**src/rtl/mul_sequencer.sv**
```systemverilog
// Multi-cycle 32x32 -> 64 multiplier sequencer (UMUL/SMUL, optional icc update).
// Operands are made positive through the shared ALU, multiplied by 32
// shift-and-add steps, and the 64-bit product is negated back when the
// operand signs differ. Latency from accepted start to done is always 37.
module mul_sequencer #(
  parameter int DATA_W = 32
) (
  input  logic              clk,
  input  logic              rst_n,
  input  logic              start,
  input  logic              signed_op,
  input  logic              setcc,
  input  logic [DATA_W-1:0] rs1,
  input  logic [DATA_W-1:0] rs2,
  output logic [DATA_W-1:0] alu_a,
  output logic [DATA_W-1:0] alu_b,
  output logic              alu_carry,
  output logic [5:0]        alu_op,
  input  logic [DATA_W-1:0] alu_result,
  output logic              busy,
  output logic              done,
  output logic [DATA_W-1:0] y_out,
  output logic [DATA_W-1:0] rd_out,
  output logic              icc_we,
  output logic [3:0]        icc_nzvc
);

  localparam logic [5:0] OP_ADD  = 6'b000000;
  localparam logic [5:0] OP_SUB  = 6'b000100;
  localparam logic [5:0] OP_SUBX = 6'b001100;

  typedef enum logic [2:0] {
    S_IDLE, S_ABS1, S_ABS2, S_MUL, S_NEGLO, S_NEGHI, S_DONE
  } state_t;

  state_t              r_state;
  state_t              w_next;
  logic [DATA_W-1:0]   r_rs1;
  logic [DATA_W-1:0]   r_rs2;
  logic                r_signed;
  logic                r_setcc;
  logic [DATA_W-1:0]   r_mcand;
  logic [DATA_W-1:0]   r_plo;
  logic [DATA_W-1:0]   r_phi;
  logic                r_neg;
  logic                r_borrow;
  logic [4:0]          r_cnt;
  logic [DATA_W-1:0]   r_y;
  logic [DATA_W-1:0]   r_rd;
  logic [3:0]          r_nzvc;
  logic                w_carry;

  // Carry out of the MUL-step add, derived from the ALU sum alone.
  assign w_carry = (alu_result < r_phi);

  assign y_out    = r_y;
  assign rd_out   = r_rd;
  assign icc_nzvc = r_nzvc;

  // State register.
  always_ff @(posedge clk or negedge rst_n) begin
    if (!rst_n) r_state <= S_IDLE;
    else        r_state <= w_next;
  end

  // Next-state logic and per-state ALU/control outputs.
  always_comb begin
    w_next    = r_state;
    alu_a     = '0;
    alu_b     = '0;
    alu_carry = 1'b0;
    alu_op    = OP_ADD;
    busy      = (r_state != S_IDLE);
    done      = 1'b0;
    icc_we    = 1'b0;
    case (r_state)
      S_IDLE:  if (start) w_next = S_ABS1;
      S_ABS1: begin
        alu_op = OP_SUB;
        alu_b  = r_rs1;
        w_next = S_ABS2;
      end
      S_ABS2: begin
        alu_op = OP_SUB;
        alu_b  = r_rs2;
        w_next = S_MUL;
      end
      S_MUL: begin
        alu_a = r_phi;
        alu_b = r_plo[0] ? r_mcand : '0;
        if (r_cnt == 5'd31) w_next = S_NEGLO;
      end
      S_NEGLO: begin
        if (r_neg) begin
          alu_op = OP_SUB;
          alu_b  = r_plo;
        end
        w_next = S_NEGHI;
      end
      S_NEGHI: begin
        if (r_neg) begin
          alu_op    = OP_SUBX;
          alu_b     = r_phi;
          alu_carry = r_borrow;
        end
        w_next = S_DONE;
      end
      S_DONE: begin
        done   = 1'b1;
        icc_we = r_setcc;
        w_next = S_IDLE;
      end
      default: w_next = S_IDLE;
    endcase
  end

  // Operand latch, absolute values, shift-add product and final negation.
  always_ff @(posedge clk or negedge rst_n) begin
    if (!rst_n) begin
      r_rs1    <= '0;
      r_rs2    <= '0;
      r_signed <= 1'b0;
      r_setcc  <= 1'b0;
      r_mcand  <= '0;
      r_plo    <= '0;
      r_phi    <= '0;
      r_neg    <= 1'b0;
      r_borrow <= 1'b0;
      r_cnt    <= '0;
      r_y      <= '0;
      r_rd     <= '0;
      r_nzvc   <= '0;
    end else begin
      case (r_state)
        S_IDLE: begin
          if (start) begin
            r_rs1    <= rs1;
            r_rs2    <= rs2;
            r_signed <= signed_op;
            r_setcc  <= setcc;
          end
        end
        S_ABS1: begin
          // 0x80000000 negates to itself, which read unsigned is 2^31.
          r_mcand <= (r_signed && r_rs1[DATA_W-1]) ? alu_result : r_rs1;
        end
        S_ABS2: begin
          r_plo <= (r_signed && r_rs2[DATA_W-1]) ? alu_result : r_rs2;
          r_phi <= '0;
          r_neg <= r_signed & (r_rs1[DATA_W-1] ^ r_rs2[DATA_W-1]);
          r_cnt <= '0;
        end
        S_MUL: begin
          r_phi <= {w_carry, alu_result[DATA_W-1:1]};
          r_plo <= {alu_result[0], r_plo[DATA_W-1:1]};
          r_cnt <= r_cnt + 5'd1;
        end
        S_NEGLO: begin
          if (r_neg) begin
            r_plo    <= alu_result;
            r_borrow <= (r_plo != '0);
          end else begin
            r_borrow <= 1'b0;
          end
        end
        S_NEGHI: begin
          // Results are registered here so they appear together with done.
          if (r_neg) begin
            r_phi <= alu_result;
            r_y   <= alu_result;
          end else begin
            r_y   <= r_phi;
          end
          r_rd <= r_plo;
          if (r_setcc) r_nzvc <= {r_plo[DATA_W-1], (r_plo == '0), 2'b00};
        end
        default: ;
      endcase
    end
  end

endmodule

```
**config.mk**
```make
export PLATFORM = sky130hd
export DESIGN_NAME = mul_sequencer
export DESIGN_NICKNAME = d
export VERILOG_FILES = /design/src/rtl/mul_sequencer.sv
export SDC_FILE = /design/constraint.sdc
export NUM_CORES = 1
export LEC_CHECK = 0
export ABC_CLOCK_PERIOD_IN_PS = 2100
export CORE_UTILIZATION = 45
export CTS_BUF_LIST = sky130_fd_sc_hd__clkbuf_4 sky130_fd_sc_hd__clkbuf_8 sky130_fd_sc_hd__clkbuf_16
export DETAILED_ROUTE_END_ITERATION = 6
export PLACE_DENSITY = 0.71
export SLEW_MARGIN = 25
export SYNTH_ARGS = -nofsm -noshare
export SYNTH_HDL_FRONTEND = slang
export SYNTH_SLANG_ARGS = --single-unit
```
**constraint.sdc**
```tcl
create_clock -name clk -period 2.1 [get_ports clk]
set_clock_uncertainty 0.2 [all_clocks]
set_input_delay 0.315 -clock clk [delete_from_list [all_inputs] [get_ports clk]]
set_output_delay 0.315 -clock clk [all_outputs]
set_load 0.02 [all_outputs]
```
==> metrics.cfg <==
[timing]
final.min_clock_period_ps = 2640
rsz0062_at_grt = true
finalHoldViolCount = 0
worst_slack_ps = -538
report.final.slew_viol_count = 0
maxSlewHeadroom_pct = 61.9
whs_ps = 70.8
fmaxAchievable_mhz = 379
worst_pin_slew_ps = 566
timing.final.crit_share_pct = 126
final-setup-viol-count = 226

[placement]
globalplace.congestion = 0.846
port_buffers = 236
post-dp-hpwl_mm = 27.8

[routing]
routed_via_density = 6.42
drtIter0Drc = 1537
finalWirelength_mm = 51.9
wl_per_cell_um = 27.4
wl_met3_mm = 5.72
wl_met1_mm = 19.6
drc = 2
vias = 12171
routed.top_layer = met4
dr.pass1.iters = 7
met2_length_mm = 23.7
ant_nets = 0

[status]
violations = design-rule violations, negative setup slack
outcome = finished, violations left

[floorplan]
core_sq_um = 26400
die-area_sq_um = 27800
io_pins = 243
placementRows = 59
start_util_pct = 46.4
die_w_um = 167
die_h_um = 167

[synth]
synth-adder-area-share_pct = 3.38
synth-edff-count = 0
synth_seq_cells = 238
synthXorXnorAreaFrac_pct = 0.0717
yosys_warnings = 0
synthFlopType = dfrtp_1
synth_compound_area_share_pct = 15.2
syn_area_per_cell_sq_um = 10.8
async_flop_share_pct = 100
yosysSeqAreaShare_pct = 48.7
syn_inst = 1135
synthMuxAreaShare_pct = 14.9
synth.cell_area_sq_um = 12200
synth_top_family_by_area = compound AO/OA/AOI/OAI gates
synth.distinct_cells = 52
synthSimpleGateAreaFrac_pct = 12.2

[global_routing]
grt_pass1_wl_mm = 71.5
grtUsageTotal_pct = 33.6
overflow = 0
grt_pass1_vias = 11835
antenna_found_initial = 2
grt_max_degree = 66

[clock_tree]
htree_levels = 1
clk_latency_ps = 530
cts_root_buf = clkbuf_16
clkTransAtPathRegs_ps = 60
clock_sinks = 238
cts_tree = yes
numCtsBuffers = 27
clock_path_buffers = 3

[pwr]
max-vdd-ir-drop_mv = 0.806
p_leak_nw = 9.32
power_density_nw_per_um2 = 1220
power.total_mw = 24.0

[final_layout]
multi_input_area_sq_um = 6690
n_fill_cell = 1643
drive_above_1_share_pct = 40.1
final_util_pct = 74.6
layout.nets = 1672
regArea_sq_um = 5960
synthToLayoutAreaGrowth_pct = 60.9

[setup_path]
arrival_ps = 2120
start_kind = register
critPathMaxFanout = 8
critical_path_class = register to output pin
reg2reg_slack_ps = -340
required_ps = 1580
crit_path_end_kind = output pin

[job]
drv_cap = 0

[min_path]
worstHoldPathType = primary input to async pin

power by group:
part	internal [mW]	leakage, nW	switching (mW)
Combinational	5.99	6.05	5.79
Sequential	5.71	2.77	1.27
Clock	3.20	0.494	2.02
Total	14.9	9.32	9.08
final cells by class:
type / count / share of cell area (%)
Inverter: 37 / 0.770
Clock buffer: 39 / 4.18
Tap cell: 335 / 2.13
Clock inverter: 10 / 0.821
Timing Repair Buffer: 462 / 27.7
Sequential cell: 238 / 30.3
Antenna cell: 2 / 0.0255
Multi-Input combinational cell: 772 / 34.0
synth_stat cells, types with 2 or more instances:
cell        n  area, sq um
buf_1       8         30.0
a22oi_1    65          488
o21ai_1     2         10.0
and3_1     32          200
nor3b_1     2         15.0
a222oi_1   31          310
buf_6       4         45.0
nor2_1     73          274
mux2_1      8         90.1
o211ai_1    2         15.0
a21o_1      2         15.0
mux2_4     20          300
and2_1     35          219
o31ai_1     2         15.0
dfrtp_1   238         5960
a31oi_1     2         12.5
a211o_1     3         26.3
nor4_1      9         56.3
inv_1      36          135
buf_4      18          135
nor2b_1     3         18.8
ha_1       33          413
a21oi_1    81          405
clkbuf_1   26         97.6
mux2_2     71          800
nand2_1    87          327
mux2i_1    63          631
nand2b_1    5         31.3
nand4_1     8         50.1
nor3b_4     2         37.5
buf_2      34          170
a221o_1    31          310
o21ai_0    44          220
buf_12      2         40.0
nand3_1    36          180
path summary, 6_finish.rpt:
| path | from | endpoint | cells after the start |
|---|---|---|---|
| max | r_state[2]$_DFFE_PN0P_ | alu_b[3] | 6 |
| min | rst_n | r_mcand[8]$_DFFE_PN0P_ | 2 |
| max reg2reg | r_state[2]$_DFFE_PN0P_ | r_plo[23]$_DFFE_PN0P_ | 10 |
| min reg2reg | y_out[26]$_DFFE_PN0N_ | y_out[26]$_DFFE_PN0N_ | 2 |
| max in group asynchronous | rst_n | y_out[27]$_DFFE_PN0N_ | 3 |
| min in group clk | rs2[24] | r_rs2[24]$_DFFE_PN0P_ | 2 |
repair_timing:
| action | CTS | global route |
|---|---|---|
| hold endpoints to repair | 238 | 0 |
| gates cloned | 23 | 17 |
| pin swaps | 82 | 93 |
| gates resized for setup | 590 | 261 |
| buffers inserted | 51 | 26 |
| hold buffers | 1 | 0 |
| endpoints found under the setup margin | 163 | 246 |
placed cells by master (no fill, tap or decap), types with 48 or more instances in the layout:
cell type | synthesis | layout
buf_4 | 18 | 103
a22oi_2 | 0 | 48
mux2i_1 | 63 | 63
nand2_1 | 87 | 54
mux2_4 | 20 | 96
dfrtp_1 | 238 | 233
a21oi_1 | 81 | 80
nor2_1 | 73 | 71
clkdlybuf4s50_1 | 0 | 155
buf_6 | 4 | 115
worst max-delay path, stage by stage (launching register included):
cell and delay (ps):
dfrtp_2 450, and3b_4 330, and2_4 280, clkbuf_16 230, a22oi_2 60, nand3_1 110
buf_6 130
sequential cells by signal, indices dropped and copies added, names as in the netlist, 2 cells and up:
name / cells
r_cnt: 5
r_rs2: 32
icc_nzvc: 2
r_plo: 32
r_phi: 32
r_state: 3
r_mcand: 32
r_rs1: 32
y_out: 32
rd_out: 32
per-stage QoR:
step	TNS (ps)	setup WS, ps	cells	area [sq um]
3_5_place_dp	-25280	-440	1749	15800
6_report	-61410	-538	1895	19700
3_3_place_gp	-20610	-434	1749	15800
4_1_cts	-47360	-498	1871	18600
2_1_floorplan	0	4.00	1140	12200
5_1_grt	-69270	-569	1895	19700
per-layer routing:
metal  track usage (%)  up-vias
met5                 0        -
met4              16.3        0
met3              6.92      230
met2              53.3      943
met1              44.0     6027
li1                  -     4971
cells by family (layout without fill, tap and decap cells):
kind of cell | Yosys count | after routing
AO/OA/AOI/OAI | 269 | 269
AND/OR/NAND/NOR | 301 | 301
flip-flops | 238 | 238
other | 1 | 8
adder cells (fa/ha/maj) | 33 | 33
XOR/XNOR | 1 | 1
multiplexers | 162 | 162
buffers and inverters | 130 | 548
No activity file was read; power rests on OpenSTA's default activity.
